===== config.mk =====
export PLATFORM = sky130hd
export DESIGN_NAME = expr_seq_ctrl
export DESIGN_NICKNAME = d
export VERILOG_FILES = /design/src/rtl/expr_seq_ctrl.sv
export SDC_FILE = /design/constraint.sdc
export NUM_CORES = 1
export LEC_CHECK = 0
export ABC_CLOCK_PERIOD_IN_PS = 5100
export BUFFER_PORTS_ARGS = -buffer_cell sky130_fd_sc_hd__buf_4
export CELL_PAD_IN_SITES_DETAIL_PLACEMENT = 1
export CELL_PAD_IN_SITES_GLOBAL_PLACEMENT = 2
export CORE_ASPECT_RATIO = 0.9
export CORE_MARGIN = 3
export CORE_UTILIZATION = 39
export DETAILED_ROUTE_END_ITERATION = 16
export PLACE_DENSITY_LB_ADDON = 0.1
export SETUP_SLACK_MARGIN = 0.1
export SLEW_MARGIN = 5
export SYNTH_ARGS = -nofsm -noshare
export SYNTH_HDL_FRONTEND = slang
export SYNTH_SLANG_ARGS = --single-unit

===== constraint.sdc =====
create_clock -name clk -period 5.1 [get_ports clk]
set_clock_uncertainty 0.1 [all_clocks]
set_input_delay 1.275 -clock clk [delete_from_list [all_inputs] [get_ports clk]]
set_output_delay 1.275 -clock clk [all_outputs]
set_load 0.005 [all_outputs]

===== src/rtl/expr_seq_ctrl.sv =====
// Character-stream sequencer: checks digit/operator grammar and evaluates with '*' over '+'.
// Optional '-' operator is enabled by defining EXPR_SUB_EN.
module expr_seq_ctrl #(
  parameter int unsigned WIDTH   = 16,
  parameter int unsigned MAX_LEN = 32
) (
  input  logic             clk,
  input  logic             clr,
  input  logic             in_valid,
  input  logic [7:0]       in,
  output logic             in_ready,
  output logic             out,
  output logic             res_valid,
  input  logic             res_ready,
  output logic [WIDTH-1:0] res,
  output logic             err
);

  localparam int unsigned LEN_W = $clog2(MAX_LEN + 1);

  typedef enum logic [2:0] {
    IDLE,
    EXP_DIG,
    EXP_OP,
    ERR,
    DONE
  } state_t;

  state_t           state;
  logic [WIDTH-1:0] sum;
  logic [WIDTH-1:0] prod;
  logic [LEN_W-1:0] len;
  logic             pend_mul;
  logic             neg;

  logic             xfer;
  logic             is_digit;
  logic             is_add;
  logic             is_mul;
  logic             is_sub;
  logic             is_eq;
  logic             full;
  logic [WIDTH-1:0] dval;
  logic [WIDTH-1:0] term;
  logic [WIDTH-1:0] acc;

  always_comb begin
    xfer     = in_valid & in_ready;
    is_digit = (in >= 8'h30) && (in <= 8'h39);
    is_add   = (in == 8'h2B);
    is_mul   = (in == 8'h2A);
    is_eq    = (in == 8'h3D);
    // Digits occupy 0x30..0x39, so the low nibble is the digit value.
    dval     = WIDTH'(in[3:0]);
    full     = (32'(len) >= MAX_LEN);
    term     = neg ? (WIDTH'(0) - prod) : prod;
    acc      = sum + term;
  end

`ifdef EXPR_SUB_EN
  assign is_sub = (in == 8'h2D);

  always_ff @(posedge clk or negedge clr) begin
    if (!clr) begin
      neg <= 1'b0;
    end else if (state == IDLE || state == DONE) begin
      neg <= 1'b0;
    end else if (xfer && state == EXP_OP && !full && (is_add || is_sub)) begin
      neg <= is_sub;
    end
  end
`else
  assign is_sub = 1'b0;
  assign neg    = 1'b0;
`endif

  always_ff @(posedge clk or negedge clr) begin
    if (!clr) begin
      state     <= IDLE;
      sum       <= '0;
      prod      <= '0;
      len       <= '0;
      pend_mul  <= 1'b0;
      in_ready  <= 1'b1;
      out       <= 1'b0;
      res_valid <= 1'b0;
      res       <= '0;
      err       <= 1'b0;
    end else begin
      case (state)
        IDLE: begin
          if (xfer) begin
            if (is_digit) begin
              prod     <= dval;
              sum      <= '0;
              pend_mul <= 1'b0;
              len      <= LEN_W'(1);
              out      <= 1'b1;
              state    <= EXP_OP;
            end else if (is_eq) begin
              res       <= '0;
              err       <= 1'b1;
              res_valid <= 1'b1;
              in_ready  <= 1'b0;
              state     <= DONE;
            end else begin
              state <= ERR;
            end
          end
        end

        EXP_DIG: begin
          if (xfer) begin
            if (is_digit && !full) begin
              prod  <= pend_mul ? (prod * dval) : dval;
              len   <= len + 1'b1;
              out   <= 1'b1;
              state <= EXP_OP;
            end else if (is_eq) begin
              res       <= '0;
              err       <= 1'b1;
              res_valid <= 1'b1;
              in_ready  <= 1'b0;
              state     <= DONE;
            end else begin
              state <= ERR;
            end
          end
        end

        EXP_OP: begin
          if (xfer) begin
            out <= 1'b0;
            if (is_eq) begin
              res       <= acc;
              err       <= 1'b0;
              res_valid <= 1'b1;
              in_ready  <= 1'b0;
              state     <= DONE;
            end else if (is_mul && !full) begin
              pend_mul <= 1'b1;
              len      <= len + 1'b1;
              state    <= EXP_DIG;
            end else if ((is_add || is_sub) && !full) begin
              // Fold the finished product into the running sum; the new sign lives in neg.
              sum      <= acc;
              pend_mul <= 1'b0;
              len      <= len + 1'b1;
              state    <= EXP_DIG;
            end else begin
              state <= ERR;
            end
          end
        end

        ERR: begin
          if (xfer && is_eq) begin
            res       <= '0;
            err       <= 1'b1;
            res_valid <= 1'b1;
            in_ready  <= 1'b0;
            state     <= DONE;
          end
        end

        DONE: begin
          if (res_ready) begin
            sum       <= '0;
            prod      <= '0;
            len       <= '0;
            pend_mul  <= 1'b0;
            res       <= '0;
            err       <= 1'b0;
            res_valid <= 1'b0;
            in_ready  <= 1'b1;
            state     <= IDLE;
          end
        end

        default: begin
          state    <= IDLE;
          in_ready <= 1'b1;
          out      <= 1'b0;
        end
      endcase
    end
  end

endmodule

Word-level counts from Yosys, hierarchy flattened

Cells that the tools add are included.

Output and inout port bits: 20
Input bits: 12
Word-level logic and storage cells: 144
Register bits: 62

Bitwise logic cells: 2
Equality and inequality tests: 21
Reductions and logical operators: 21
Magnitude comparators: 3
Muxes and demuxes: 84
$add $sub $neg: 2
$mul: 1

Operators with widths:

| operator                                            | number |
|---|---|
| two-way mux 16 bit                                  | 20 |
| case mux 16 bit (3 select lines)                    | 2 |
| case mux 16 bit (5 select lines)                    | 1 |
| two-way mux 6 bit                                   | 9 |
| two-way mux 1 bit                                   | 34 |
| two-way mux 3 bit                                   | 9 |
| != test 2 bit, second input constant                | 13 |
| == test 8 x 6 -> 1 bit, second input constant       | 3 |
| case mux 6 bit (4 select lines)                     | 1 |
| AND reduction 9 bit                                 | 2 |
| adder 16 bit                                        | 1 |
| multiplier 16 x 4 -> 16 bit                         | 1 |
| AND reduction 8 bit                                 | 2 |
| case mux 1 bit (5 select lines)                     | 3 |
| case mux 3 bit (5 select lines)                     | 1 |
| AND reduction 7 bit                                 | 2 |
| AND reduction 6 bit                                 | 2 |
| >= comparator 8 x 6 -> 1 bit, second input constant | 1 |
| <= comparator 8 x 6 -> 1 bit, second input constant | 1 |
| adder 6 x 1 -> 6 bit, second input constant         | 1 |
| == test 3 x 2 -> 1 bit, second input constant       | 2 |
| >= comparator 6 bit, second input constant          | 1 |
| nonzero test 3 bit                                  | 2 |
| logical AND 1 bit                                   | 5 |
| other kinds (14)                                    | 15 |

Logic depth before layout (Yosys ltp)

Depth in word-level cells: 8
Gate-level depth with buffers: 14
Depth with buffers taken out: 13

Worst setup path before layout

No wires, ideal clock.

Path type: input port to flip-flop
Start point: in in[3]
End point: reg prod[15]
Data required time: 4879 ps
Setup slack: 573 ps
Arrival: 4306 ps
Setup time: 121 ps
Stages on the path: 13
Path buffers: 1
Path through: clkbuf_1 nand2_1 fa_1 fa_1 inv_1 ha_1 a211oi_1 nor2_1 o31a_1 a31oi_1 o21ai_0 xnor2_1 a22o_1

Word-level cells in the longest chain between the ends: 5
Elaborated cells on any way between the ends: 12
Classes of those cells: mul: 1; order compare: 2; eq/ne: 2; mux: 4; reduce/logical: 3

Ends and longest elaborated chain:

| what                                                                    | line    | RTL |
|---|---|---|
| start: declaration                                                      | 10      | `input logic [7:0] in,` |
| multiplier 16 x 4 -> 16 bit, or another cell as far along               | 115     | `prod <= pend_mul ? (prod * dval) : dval;` |
| two-way mux 16 bit or logical AND 1 bit (tied branches)                 | 115, 49 |  |
| two-way mux 16 bit or logical AND 1 bit (tied branches)                 | 114     | `if (is_digit && !full) begin` |
| two-way mux 16 bit or != test 2 bit (tied branches)                     | -       |  |
| case mux 16 bit (3 select lines) or AND reduction 6 bit (tied branches) | -       |  |
| end signal: assignment                                                  | 94      | `prod <= dval;` |
| end signal: assignment                                                  | 115     |  |
| end: declaration                                                        | 31      | `logic [WIDTH-1:0] prod;` |

Several ways; a longest one is shown, not always the timed one. The select of a mux whose other input is x is not followed.
A chain may end at the register's enable or synchronous reset.

Worst setup path after layout

Ends and elaborated chain as after synthesis.

==> results_dict.tcl <==
set metrics [dict create \
    fmax_mhz 225 \
    synthesis.area_per_instance_um2 9.09 \
    fp.coreArea_um2 12300 \
    die_w_um 125 \
    grt_remaining_overflow 0 \
    cts-resized-gates 0 \
    grt_antenna_before_repair 0 \
    cts.htree.levels 3 \
    proportion_of_synthesized_chip_area_in_sequential_cells 0.310 \
    detailed_place.area_um2 5360 \
    clk_latency_ns 0.34 \
    insertedDiodeCount 0 \
    edff_count_synth 0 \
    rsz0062_at_grt "no" \
    worstPathMaxFanout 18 \
    floorplan.io_pins 32 \
    fin_tns_setup_ns 0 \
    critPathArrivalTime_ns 4.57 \
    grt.met2_usage 0.346 \
    power.total_mw 1.69 \
    antenna_violating_nets_post_route 0 \
    crit_type "in2reg" \
    most_numerous_cell_on_the_critical_path "fa_1" \
    crit_path_cells "buf_4 -> nand2_1 -> fa_1 -> fa_1 -> inv_1 -> ha_1 -> a211oi_1 -> nor2_1 -> o31a_1 -> a31oi_1 -> o21ai_0 -> xnor2_1 -> a22o_1" \
    final_cell_area_um2 5710 \
    finalWorstPathRequiredPeriod_ns 4.44 \
    leakage_nw 2.83 \
    netlist_instances 551 \
    timing.critical_path.from_type "input port" \
    ir_drop_uv 152 \
    critPathSlowestCell "fa_1" \
    worstSetupStartpoint "in[3]" \
    globalRoute.busiestLayer "met2" \
    rows 38 \
    yosysWarnings 0 \
    drv_cap 0 \
    grt_util_all_layers 0.199 \
    hold_class "reg2reg" \
    dominantRegCellSynth "dfrtp_1" \
    initialDrtViolationCount 139 \
    route.vias.total 4070 \
    biggest_cell_delay_along_the_critical_path_ns 0.60 \
    timing.final.ws_setup_ns 0.659 \
    post_cts.repair.setup_buffers 0 \
    cts.sinks 62 \
    synthDistinctLibCells 56 \
    grt_start_max_net_pins 63 \
    preCtsSetupSlack_ns 0.323 \
    first_global_vias 4408 \
    synth_fp_nets 622 \
    slew_violations 0 \
    postCtsHoldBufs 0 \
    p_per_area_nw_per_um2 295 \
    finish.cell_count_without_fillers 738 \
    clkSlewWorstSetupHoldPaths_ns 0.06 \
    place.detailed.hpwl_mm 9.88 \
    portBuffers 31 \
    cts_tree "built" \
    synth_area_um2 5010 \
    grt_use_met1 0.256 \
    finalSetupViolCount 0 \
    layout.area.seq_um2 1550 \
    grt_first_pass_wirelength_mm 22.7 \
    timing.final.crit_share 0.871 \
    synth.ff_latch_count 62 \
    detail_route.vias_per_cell 5.51 \
    routabilityCongestion 0.783 \
    cts_buffer_depth 2 \
    clockRootBuffer "clkbuf_16" \
    hold_start "in_ready" \
    critical-path-top-delay-family "adder cells" \
    nets 644 \
    grtUsageMet3 0.0360 \
    routed_wire_length_per_instance_um 18.0 \
    cp-end-kind "flop" \
    timing.final.hold_violations 0 \
    area.growth.synth_to_final_pct 14.1 \
    count_of_placed_standard_cells_including_taps 722 \
    multi_input_gate_area_in_the_final_layout_um2 3160 \
    final_layout_size_suffix_gt1_frac 0.128 \
    cts_buffers 9 \
    drt_wl_total_mm 13.3 \
    outcome "finished clean" \
    timing.slew.headroom 0.277 \
    die_area_um2 14200 \
    die_y_um 114 \
    timing_worst_slew_pin_value_ns 1.08 \
    start_util 0.407 \
    path_buf_inv 2 \
    remaining_drcs 0 \
    crit-reg2reg-launch "prod[1]" \
    async_reset_ff_frac 1.00 \
    drt_first_pass_iters 4 \
    fillers 1420 \
    worst-endpoint-required_ns 5.23 \
]
report_power, final:
group | total (mW) | switching, mW | internal, mW
sequential | 0.610 | 0.0645 | 0.546
combinational | 0.345 | 0.208 | 0.137
clock | 0.730 | 0.226 | 0.504
total | 1.69 | 0.498 | 1.19
path summary, 6_finish.rpt:
path | end | slack (ns) | depth (start not counted)
hold reg to reg | in_ready | 0.38 | 2
hold / removal | in_ready | 0.38 | 2
min in group asynchronous | res[11] | 0.93 | 1
max in group asynchronous | res[2] | 3.42 | 1
setup / recovery | prod[15] | 0.66 | 13
setup reg to reg | prod[15] | 1.25 | 13
area by class of cell:
type / instances / share of cell area
Multi-Input combinational cell: 414 / 0.553
Sequential cell: 62 / 0.272
Clock buffer: 13 / 0.0455
Timing Repair Buffer: 34 / 0.0447
Tap cell: 160 / 0.0350
Inverter: 52 / 0.0342
Clock inverter: 3 / 0.0158
metrics by stage:
step                 util  hold slack (ns)
detailed placement  0.436            0.368
CTS                 0.464            0.384
global route        0.464            0.406
finish              0.464            0.379
global placement    0.436            0.361
floorplan               -            0.345
cell usage after synthesis, types with 3 or more instances:
master	count	area, µm²
clkbuf_1	15	56.3
nor2b_1	3	18.8
nand2_1	66	248
nand2b_1	4	25.0
o41ai_1	4	35.0
o21a_1	5	37.5
ha_1	33	413
buf_2	5	25.0
xor2_1	12	105
o211ai_1	4	30.0
mux2_2	14	158
o22ai_1	4	25.0
and3_1	6	37.5
nor2_1	25	93.8
xnor2_1	15	131
nor3_1	5	25.0
a21oi_1	27	135
fa_1	26	521
and2_1	37	231
a31oi_1	3	18.8
and2_2	4	30.0
inv_1	52	195
dfrtp_1	61	1530
a211oi_1	9	67.6
a21o_1	9	67.6
o31ai_1	11	82.6
mux2i_1	3	30.0
nand4_1	3	18.8
nand3_1	15	75.1
o21ai_0	27	135
a22o_1	12	105
state kept, by name (all words and copies together) (netlist names):
name and flops:
err 1, in_ready 1, len 6, out 1, pend_mul 1, prod 16, res 16, res_valid 1
state 3, sum 16
layer usage:
layer  share of wire  vias to the layer above
met5               0                        -
met4           0.013                        0
met3           0.022                       11
met2            0.49                       47
met1            0.47                     2077
li1                -                     1935
cells in the final DEF, fill, tap and decap left out, drive strengths merged, types with 2 or more instances in the layout:
cell type,netlist,final
bufinv,0,3
o211ai,6,6
nand2,68,68
mux2i,3,3
o22ai,4,4
nand3,15,15
mux2,14,14
a22o,12,12
fa,26,26
dfrtp,61,61
o21a,5,5
xnor2,15,15
buf,8,34
and3,6,6
clkbuf,15,13
a31oi,3,3
o41ai,4,4
and2,41,41
nand4,3,3
a21o,9,9
nor3b,3,3
nor3,5,5
xor2,12,12
inv,52,52
a32o,2,2
o21bai,2,2
a211oi,9,9
o31ai,11,11
o31a,2,2
nor2,25,25
nand2b,4,4
a21boi,2,2
o21ai,29,29
a21oi,27,27
nor2b,3,3
ha,33,33
cells by family (layout without fill, tap and decap cells):
| kind of cell | after synthesis | after routing | synth area share |
|---|---|---|---|
| AO/OA/AOI/OAI | 133 | 133 | 0.183 |
| XOR/XNOR | 27 | 27 | 0.0472 |
| adder cells (fa/ha/maj) | 59 | 59 | 0.186 |
| buffers and inverters | 75 | 102 | 0.0597 |
| flip-flops | 62 | 62 | 0.310 |
| multiplexers | 17 | 17 | 0.0375 |
| AND/OR/NAND/NOR | 178 | 178 | 0.176 |
worst min-delay path: stages, from the launching register on:
cell and delay, ns:
dfstp_2 0.38, nand2_1 0.05, nand2_1 0.05
No activity file was read; power rests on OpenSTA's default activity.
